$ cat config.mk
export PLATFORM = sky130hd
export DESIGN_NAME = mask_feeder
export DESIGN_NICKNAME = d
export VERILOG_FILES = /design/src/rtl/mask_pkg.sv /design/src/rtl/sync_fifo.sv /design/src/rtl/mask_feeder.sv
export SDC_FILE = /design/constraint.sdc
export NUM_CORES = 1
export LEC_CHECK = 0
export BUFFER_PORTS_ARGS = -buffer_cell sky130_fd_sc_hd__buf_2
export CAP_MARGIN = 20
export CORE_AREA = 2 2 124 96
export DETAILED_ROUTE_END_ITERATION = 7
export DIE_AREA = 0 0 126 98
export PLACE_DENSITY = 0.78
export REMOVE_ABC_BUFFERS = 1
export SLEW_MARGIN = 5
export SYNTH_ARGS = -nofsm -noshare
export SYNTH_HDL_FRONTEND = slang
export SYNTH_SLANG_ARGS = --single-unit
$ cat constraint.sdc
create_clock -name clk -period 3.2 [get_ports clk]
set_input_delay 0.64 -clock clk [delete_from_list [all_inputs] [get_ports clk]]
set_output_delay 0.64 -clock clk [all_outputs]
set_load 0.01 [all_outputs]
$ cat src/rtl/mask_pkg.sv
// -----------------------------------------------------------------------------
// mask_pkg
// Shared definitions for the mask_feeder block:
//   - default stream width, FIFO depth and frame length
//   - the frame-sequencer state encoding
//   - a pointer-width helper used by the FIFO
// No ports (package).
// -----------------------------------------------------------------------------
package mask_pkg;

  localparam int MASK_DATA_W    = 8;
  localparam int MASK_DEPTH     = 16;
  localparam int MASK_FRAME_LEN = 256;

  typedef enum logic [1:0] {
    IDLE = 2'd0,
    SEND = 2'd1,
    DONE = 2'd2
  } state_t;

  // Address width for a power-of-two FIFO; never below one bit so the
  // pointer declarations stay legal for tiny depths.
  function automatic int ptr_width(input int depth);
    int w;
    w = $clog2(depth);
    if (w < 1) w = 1;
    return w;
  endfunction

endpackage

$ cat src/rtl/sync_fifo.sv
// -----------------------------------------------------------------------------
// sync_fifo
// Single-clock FIFO with a combinational head read. Occupancy is tracked in a
// 0..DEPTH counter from which full/empty are derived; read and write pointers
// wrap naturally modulo DEPTH (DEPTH must be a power of two, at least 2).
// A push is honoured while full only when a pop happens in the same cycle:
// the popped slot is the one the write lands in, and the head is read before
// the write takes effect, so the outgoing byte is never corrupted.
//
// Ports:
//   clk    in   clock, rising edge
//   rst    in   synchronous active-high reset, empties the FIFO
//   push   in   write request
//   pop    in   read request (ignored when empty)
//   din    in   write data
//   dout   out  current head entry (valid when !empty)
//   full   out  DEPTH entries held
//   empty  out  no entries held
// -----------------------------------------------------------------------------
module sync_fifo
  import mask_pkg::*;
#(
  parameter int DATA_W = MASK_DATA_W,
  parameter int DEPTH  = MASK_DEPTH
) (
  input  logic              clk,
  input  logic              rst,
  input  logic              push,
  input  logic              pop,
  input  logic [DATA_W-1:0] din,
  output logic [DATA_W-1:0] dout,
  output logic              full,
  output logic              empty
);

  localparam int            AW      = ptr_width(DEPTH);
  localparam logic [AW:0]   C_DEPTH = (AW+1)'(DEPTH);
  localparam logic [AW:0]   C_ONE   = (AW+1)'(1);

  logic [DATA_W-1:0] r_mem [DEPTH];
  logic [AW-1:0]     r_wr_ptr;
  logic [AW-1:0]     r_rd_ptr;
  logic [AW:0]       r_count;

  logic              w_pop;
  logic              w_push;

  assign full  = (r_count == C_DEPTH);
  assign empty = (r_count == '0);
  assign dout  = r_mem[r_rd_ptr];

  assign w_pop  = pop && !empty;
  assign w_push = push && (!full || w_pop);

  // Control: pointers and occupancy
  always_ff @(posedge clk) begin
    if (rst) begin
      r_wr_ptr <= '0;
      r_rd_ptr <= '0;
      r_count  <= '0;
    end else begin
      if (w_push) r_wr_ptr <= r_wr_ptr + 1'b1;
      if (w_pop)  r_rd_ptr <= r_rd_ptr + 1'b1;
      case ({w_push, w_pop})
        2'b10:   r_count <= r_count + C_ONE;
        2'b01:   r_count <= r_count - C_ONE;
        default: r_count <= r_count;
      endcase
    end
  end

  // Storage: data is not reset; pointers define what is valid
  always_ff @(posedge clk) begin
    if (!rst && w_push) r_mem[r_wr_ptr] <= din;
  end

endmodule

$ cat src/rtl/mask_feeder.sv
// -----------------------------------------------------------------------------
// mask_feeder
// Buffers an upstream byte stream in a FIFO and releases exactly FRAME_LEN
// bytes per frame to a downstream consumer that can apply backpressure.
// A start pulse opens a frame; the frame closes on the edge carrying the
// final byte, after which done stays high until the next start or reset.
// Upstream writes are accepted in every state; a write arriving while the
// FIFO is full and nothing is leaving is dropped and latches overflow.
// Bytes still queued when a frame closes lead the next frame.
//
// Ports:
//   clk         in   clock, rising edge
//   rst         in   synchronous active-high reset (highest priority)
//   start       in   one-cycle frame start pulse (ignored while sending)
//   wr_en       in   upstream write strobe
//   wr_data     in   upstream byte
//   full        out  FIFO holds DEPTH bytes
//   overflow    out  sticky: a write was dropped
//   busy        in   downstream backpressure, no byte sent while high
//   data_out    out  registered byte to downstream
//   data_valid  out  data_out carries a new byte this cycle
//   done        out  frame complete, held until next start or reset
// -----------------------------------------------------------------------------
module mask_feeder
  import mask_pkg::*;
#(
  parameter int DATA_W    = MASK_DATA_W,
  parameter int DEPTH     = MASK_DEPTH,
  parameter int FRAME_LEN = MASK_FRAME_LEN
) (
  input  logic              clk,
  input  logic              rst,
  input  logic              start,
  input  logic              wr_en,
  input  logic [DATA_W-1:0] wr_data,
  output logic              full,
  output logic              overflow,
  input  logic              busy,
  output logic [DATA_W-1:0] data_out,
  output logic              data_valid,
  output logic              done
);

  // One extra bit so a full frame of 2**DATA_W bytes is representable.
  localparam int            CW      = DATA_W + 1;
  localparam logic [CW-1:0] C_FRAME = CW'(FRAME_LEN);
  localparam logic [CW-1:0] C_ONE   = CW'(1);

  state_t            r_state;
  logic [CW-1:0]     r_cnt;
  logic [DATA_W-1:0] r_dout;
  logic              r_dv;
  logic              r_done;
  logic              r_ovf;

  logic              w_full;
  logic              w_empty;
  logic [DATA_W-1:0] w_head;
  logic              w_pop;
  logic              w_push;
  logic              w_drop;
  logic [CW-1:0]     w_cnt_nxt;

  // A byte leaves only while sending, downstream is ready, something is
  // queued, and the frame is not yet complete. Because the head comes from
  // registered storage, a byte written this edge cannot leave before the next.
  assign w_pop     = (r_state == SEND) && !busy && !w_empty && (r_cnt < C_FRAME);
  assign w_push    = wr_en && (!w_full || w_pop);
  assign w_drop    = wr_en && w_full && !w_pop;
  assign w_cnt_nxt = r_cnt + C_ONE;

  sync_fifo #(
    .DATA_W (DATA_W),
    .DEPTH  (DEPTH)
  ) u_fifo (
    .clk   (clk),
    .rst   (rst),
    .push  (w_push),
    .pop   (w_pop),
    .din   (wr_data),
    .dout  (w_head),
    .full  (w_full),
    .empty (w_empty)
  );

  // Frame sequencer, byte counter and registered outputs
  always_ff @(posedge clk) begin
    if (rst) begin
      r_state <= IDLE;
      r_cnt   <= '0;
      r_dout  <= '0;
      r_dv    <= 1'b0;
      r_done  <= 1'b0;
      r_ovf   <= 1'b0;
    end else begin
      r_dv <= w_pop;
      if (w_pop)  r_dout <= w_head;
      if (w_drop) r_ovf  <= 1'b1;

      case (r_state)
        IDLE: begin
          if (start) begin
            r_state <= SEND;
            r_cnt   <= '0;
            r_done  <= 1'b0;
          end
        end
        SEND: begin
          // start is deliberately not looked at here
          if (w_pop) begin
            r_cnt <= w_cnt_nxt;
            if (w_cnt_nxt == C_FRAME) begin
              r_state <= DONE;
              r_done  <= 1'b1;
            end
          end
        end
        DONE: begin
          if (start) begin
            r_state <= SEND;
            r_cnt   <= '0;
            r_done  <= 1'b0;
          end
        end
        default: begin
          r_state <= IDLE;
        end
      endcase
    end
  end

  assign full       = w_full;
  assign overflow   = r_ovf;
  assign data_out   = r_dout;
  assign data_valid = r_dv;
  assign done       = r_done;

endmodule

==> results.cfg, run 1 <==
[power_and_ir_drop]
leak_uw = 0.002503
power.density_cell_area_nw_per_um2 = 613.6
vdd_ir_drop_max_mv = 0.4007

[cells_and_area]
final_standard_cell_area_without_fillers_um2 = 7629
post_synthesis_to_final_layout_area_growth_pct = 13.98
fillerInstances = 792
insertedDiodeCount = 0
layout-drive-gt1-share_pct = 16.28
final_nets = 527

[routing]
totalWireLength_mm = 13.83
routedWlPerCell_um = 20.95
drt_pass1_iterations = 5
antenna_left = 0
drc_errors = 0
detail_route.iter0.violations = 412
avgViaCountPerCell = 6.058
via_count = 3998

[clock_tree]
cts_resized = 0
cts_sinks = 163
postCtsSetupBuffers = 0
cts_htree_levels = 4
cell_at_the_root_of_the_clock_tree = sky130_fd_sc_hd__clkbuf_16
tritoncts = built
clk_latency_ns = 0.42
cts-hold-fix-buffers = 0
cts.reportedPaths.clkPinSlew_ns = 0.06
clk_path_buf_depth = 2
cts_made_buffers = 17

[place]
placement.cell_area_um2 = 7023
dp_hpwl_mm = 8.911
gpl.final_weighted_congestion = 0.8276
dp_worst_setup_slack_ns = 0.1524
buffer_ports.inserted = 24

[critical_path]
critical_path_required_ns = 3.52
path_max_fanout = 6
crit_path_start_kind = register
path_class = reg -> reg
critPathArrivalTime_ns = 3.28
critPathCaptureType = register

[floorplan]
die_boundary_width_um = 126
core_area_um2 = 11230
initial_core_util_pct = 59.59
floorplan.die.height_um = 98
total_die_area_um2 = 12350
floorplan.rows = 34
io_pins = 25

[timing]
slew_violations = 0
timing.final.ws_setup_ns = 0.2414
rsz0062_at_grt = false
finClkSkew_ns = 0.008478
hold_viol_final = 0
final.min_clock_period_ns = 2.959
finalCritPeriodShare_pct = 92.46
timing.setup.tns_ns = 0
tightest_slew_ns = 0.7142
max_freq_mhz = 338.0
timing.max_slew.rel_slack_pct = 52.21
whs_ns = 0.4736
report.final.setup_viol = 0

[synthesis]
synth.yosys.seq_area_share_pct = 67.90
synth_cell_types = 51
synthDominantCellAreaShare_pct = 57.43
synth-async-reset-ratio_pct = 0
synth-edff-count = 128
netlist_area_um2 = 6693
dominantRegCellSynth = sky130_fd_sc_hd__edfxtp_1
synth_largest_area_cell = sky130_fd_sc_hd__edfxtp_1
synth_top_cells_by_count = 128 x sky130_fd_sc_hd__edfxtp_1, 67 x sky130_fd_sc_hd__mux2i_1, 42 x sky130_fd_sc_hd__nor2_1
synthesis.yosys.warnings = 0
synthesis.instances = 466
yosys.cell_count.top_type = sky130_fd_sc_hd__edfxtp_1
synth.ff_latch_count = 163
synth_area_leaders = sky130_fd_sc_hd__edfxtp_1 57%, sky130_fd_sc_hd__dfxtp_1 10%, sky130_fd_sc_hd__mux2i_1 10%
synth.avg_cell_area_um2 = 14.36

[global_routing]
grt_start_max_net_pins = 37
overflow = 0
global_route.usage.total_pct = 23.43
antenna_violations_before_repair = 0
first_global_vias = 3907
first_pass_grt_wire_length_mm = 21.52

[job]
drv_cap = 0

[run_status]
status = finished, final reports clean

[hold_path]
hp-class = reg -> reg
-- metrics by stage --
stage / instances / power (uW) / utilization [%]
final: 660 / 4681 / 67.93
after global routing: 660 / 4822 / 67.93
after CTS: 660 / 4698 / 67.93
after detailed placement: 628 / 2637 / 62.53
after global placement: 628 / 2623 / 62.53
after floorplan: 440 / 2526 / -
-- cell families (layout without fill, tap and decap cells) --
group	after synthesis	count (layout)	synth area share, %
buffers and inverters	31	81	2.131
AO/OA/AOI/OAI	69	69	7.160
flip-flops	163	163	67.90
multiplexers	69	69	10.36
adder cells (fa/ha/maj)	11	11	2.169
AND/OR/NAND/NOR	115	115	9.235
XOR/XNOR	8	8	1.047
-- report_power, final --
part           internal [uW]  switching (uW)
Clock                   1290             797
Combinational           87.2             162
Sequential              2320            30.7
Total                   3690             990
-- worst max-delay path, cell delays in order (launching register included) --
cell and delay [ns]:
sky130_fd_sc_hd__dfxtp_1 0.37, sky130_fd_sc_hd__or4_4 0.60, sky130_fd_sc_hd__o31a_1 0.28, sky130_fd_sc_hd__inv_1 0.08, sky130_fd_sc_hd__ha_1 0.28, sky130_fd_sc_hd__ha_1 0.31, sky130_fd_sc_hd__a21o_1 0.17, sky130_fd_sc_hd__a21oi_1 0.19
sky130_fd_sc_hd__mux2i_1 0.22, sky130_fd_sc_hd__mux2_2 0.34
-- routing by layer --
layer | share of wire (%) | global-route usage [%]
met5 | 0 | 0
met4 | 2.0 | 8.538
met3 | 5.4 | 5.205
met2 | 46 | 35.44
met1 | 47 | 33.92
-- area by class of cell --
| class | count | area [um2] | area share, % |
|---|---|---|---|
| Multi-Input combinational cell | 272 | 2006 | 26.29 |
| Clock inverter | 9 | 127.6 | 1.673 |
| Tap cell | 144 | 180.2 | 2.362 |
| Sequential cell | 163 | 4548 | 59.62 |
| Clock buffer | 23 | 478.0 | 6.265 |
| Inverter | 5 | 18.77 | 0.2460 |
| Timing Repair Buffer | 44 | 270.3 | 3.543 |
-- cells in the final DEF, fill, tap and decap left out, types with 4 or more instances in the layout --
master / instances
sky130_fd_sc_hd__edfxtp_1: 128
sky130_fd_sc_hd__a31oi_1: 4
sky130_fd_sc_hd__ha_1: 10
sky130_fd_sc_hd__inv_1: 4
sky130_fd_sc_hd__o22ai_1: 32
sky130_fd_sc_hd__xor2_1: 4
sky130_fd_sc_hd__nand2b_1: 5
sky130_fd_sc_hd__a211oi_1: 9
sky130_fd_sc_hd__dfxtp_1: 34
sky130_fd_sc_hd__nand2_1: 12
sky130_fd_sc_hd__nor2_1: 42
sky130_fd_sc_hd__clkbuf_16: 17
sky130_fd_sc_hd__mux2i_1: 67
sky130_fd_sc_hd__nand3_1: 13
sky130_fd_sc_hd__xnor2_1: 4
sky130_fd_sc_hd__a21oi_1: 11
sky130_fd_sc_hd__buf_2: 24
sky130_fd_sc_hd__buf_4: 20
sky130_fd_sc_hd__nand3b_1: 5
sky130_fd_sc_hd__nor4_1: 9
sky130_fd_sc_hd__or3_1: 5
-- state kept, by name, indices dropped and copies added, names as in the netlist --
register,count
overflow,1
r_cnt,9
data_out,8
u_fifo.r_count,5
u_fifo.r_mem,128
u_fifo.r_rd_ptr,4
data_valid,1
r_state,2
done,1
u_fifo.r_wr_ptr,4
-- path summary, 6_finish.rpt --
kind | end | slack, ns | cells after the start | from
min reg2reg | overflow | 0.47 | 2 | overflow
min | overflow | 0.47 | 2 | overflow
max | u_fifo.r_count[4] | 0.24 | 9 | u_fifo.r_count[0]
max reg2reg | u_fifo.r_count[4] | 0.24 | 9 | u_fifo.r_count[0]
(Power assumes the default switching activity.)
==> run 2: changes to the inputs <==
--- a/config.mk
+++ b/config.mk
@@ -10,2 +10,3 @@
 export CORE_AREA = 2 2 124 96
+export CTS_BUF_LIST = sky130_fd_sc_hd__clkbuf_4 sky130_fd_sc_hd__clkbuf_8 sky130_fd_sc_hd__clkbuf_16
 export DETAILED_ROUTE_END_ITERATION = 7
==> constraint.sdc (replaced) <==
create_clock -name clk -period 3.2 [get_ports clk]
set_input_delay 0.16 -clock clk [delete_from_list [all_inputs] [get_ports clk]]
set_output_delay 0.16 -clock clk [all_outputs]
set_load 0.01 [all_outputs]
==> results.cfg, run 2 (synthesized netlist as in run 1, its figures left out) <==
[global_routing]
grt_start_max_net_pins = 38
overflow = 0
global_route.usage.total_pct = 23.15
first_global_vias = 3985
first_pass_grt_wire_length_mm = 21.47
antenna_violations_before_repair = 0

[cells_and_area]
fin_util_pct = 67.58
max_flop_register = u_fifo.r_mem
mostFrequentLayoutCell = sky130_fd_sc_hd__edfxtp_1
final_nets = 514
layout-drive-gt1-share_pct = 15.31
largest_reg_flops = 128
final_cell_mix = 128 x sky130_fd_sc_hd__edfxtp_1, 67 x sky130_fd_sc_hd__mux2i_1, 42 x sky130_fd_sc_hd__nor2_1, 34 x sky130_fd_sc_hd__dfxtp_1, 32 x sky130_fd_sc_hd__o22ai_1
post_synthesis_to_final_layout_area_growth_pct = 13.40
insertedDiodeCount = 0
finalNonFillerCells = 647

[timing]
max_freq_mhz = 333.1
final.min_clock_period_ns = 3.002
finClkSkew_ns = 0.007976
finalCritPeriodShare_pct = 93.81
report.final.setup_viol = 0
rsz0062_at_grt = false
timing.max_slew.rel_slack_pct = 40.48
hold_viol_final = 0
tightest_slew_ns = 0.8895
slew_violations = 0

[power_and_ir_drop]
vdd_ir_drop_max_mv = 0.4908
power_uw = 4803
gate_power_share_pct = 5.2
power.share.switching_pct = 20.83
leak_uw = 0.002451
power.share.clock_pct = 46.0
power.density_cell_area_nw_per_um2 = 632.8
power_switching_uw = 1000
p_seq_share_pct = 48.9
p_int_uw = 3802

[routing]
dr.max_layer_used = met4
met3_wirelength_um = 900
wl_met2_mm = 6.473
totalWireLength_mm = 13.70
drc_errors = 0
via_count = 4005
avgViaCountPerCell = 6.190
routedWlPerCell_um = 21.17
drt_pass1_iterations = 5
antenna_left = 0
detail_route.iter0.violations = 452
met1_layer_wirelength_in_the_final_routing_mm = 6.160

[clock_tree]
cts_resized = 0
cts-hold-fix-buffers = 0
cts_htree_levels = 4
tritoncts = built
cts_sinks = 163
cts.reportedPaths.clkPinSlew_ns = 0.06
clk_latency_ns = 0.42
cts_made_buffers = 17
cell_at_the_root_of_the_clock_tree = sky130_fd_sc_hd__clkbuf_16
postCtsSetupBuffers = 0
clk_path_buf_depth = 2

[critical_path]
crit_path_start_kind = register
critical_path_required_ns = 3.50
path_class = reg -> reg
critPathArrivalTime_ns = 3.30
critPathCaptureType = register
path_max_fanout = 7

[job]
drv_cap = 0

[floorplan]
io_pins = 25
die_boundary_width_um = 126
floorplan.rows = 34
total_die_area_um2 = 12350
core_area_um2 = 11230
floorplan.die.height_um = 98
initial_core_util_pct = 59.59

[place]
dp_hpwl_mm = 8.966
buffer_ports.inserted = 24
dpl.cell_count = 615
gpl.final_weighted_congestion = 0.7674

[hold_path]
hp-class = in -> reg

[run_status]
status = finished, final reports clean
[run 2: cell count changes in the layout (fill, tap and decap cells not counted), sizes merged]
cell      delta
clkbuf       -4
inv          -1
bufinv       +2
clkinv       +1
clkinvlp     +2
buf         -13
[run 2: worst paths after layout]
check	start	end	slack, ns	depth (start not counted)
min reg2reg	overflow	overflow	0.49	2
max reg2reg	u_fifo.r_count[0]	u_fifo.r_count[4]	0.20	9
max	u_fifo.r_count[0]	u_fifo.r_count[4]	0.20	9
min	wr_en	overflow	0.04	3
[run 2: metal layers]
| layer | track usage, % | vias to the layer above |
|---|---|---|
| met4 | 6.593 | 0 |
| li1 | - | 1849 |
| met3 | 7.342 | 15 |
| met5 | 0 | - |
| met2 | 35.69 | 132 |
| met1 | 32.18 | 2009 |
[run 2: area by class of cell]
class	count	area (um2)
Clock buffer	19	440.4
Clock inverter	13	209.0
Fill cell	787	3641
Inverter	5	18.77
Multi-Input combinational cell	272	2008
Sequential cell	163	4548
Tap cell	144	180.2
Timing Repair Buffer	31	185.2
[run 2: critical path, stage by stage (launching register included)]
cell and delay (ns):
sky130_fd_sc_hd__dfxtp_1 0.36, sky130_fd_sc_hd__or4_4 0.60, sky130_fd_sc_hd__o31a_1 0.40, sky130_fd_sc_hd__inv_1 0.09, sky130_fd_sc_hd__ha_2 0.24, sky130_fd_sc_hd__ha_1 0.29, sky130_fd_sc_hd__a21o_1 0.18, sky130_fd_sc_hd__a21oi_1 0.17
sky130_fd_sc_hd__mux2i_1 0.22, sky130_fd_sc_hd__mux2_2 0.34
[run 2: stage by stage]
step	worst slack (ns)	instance area, um2	hold WS, ns	setup TNS (ns)
after floorplan	-0.04884	6569	0.2279	-0.3963
after global placement	0.2598	6938	0.4430	0
after detailed placement	0.2020	6938	0.4694	0
after CTS	0.1747	7587	0.02816	0
after global routing	0.04518	7590	0.04956	0
final	0.1981	7590	0.03880	0
[run 2: power groups by stage]
| stage | clock [uW] | sequential, uW | combinational [uW] |
|---|---|---|---|
| after floorplan | 0 | 2390 | 135 |
| after global placement | 0 | 2390 | 230 |
| after detailed placement | 0 | 2390 | 242 |
| after CTS | 2230 | 2350 | 245 |
| after global routing | 2310 | 2350 | 272 |
| final | 2210 | 2350 | 247 |
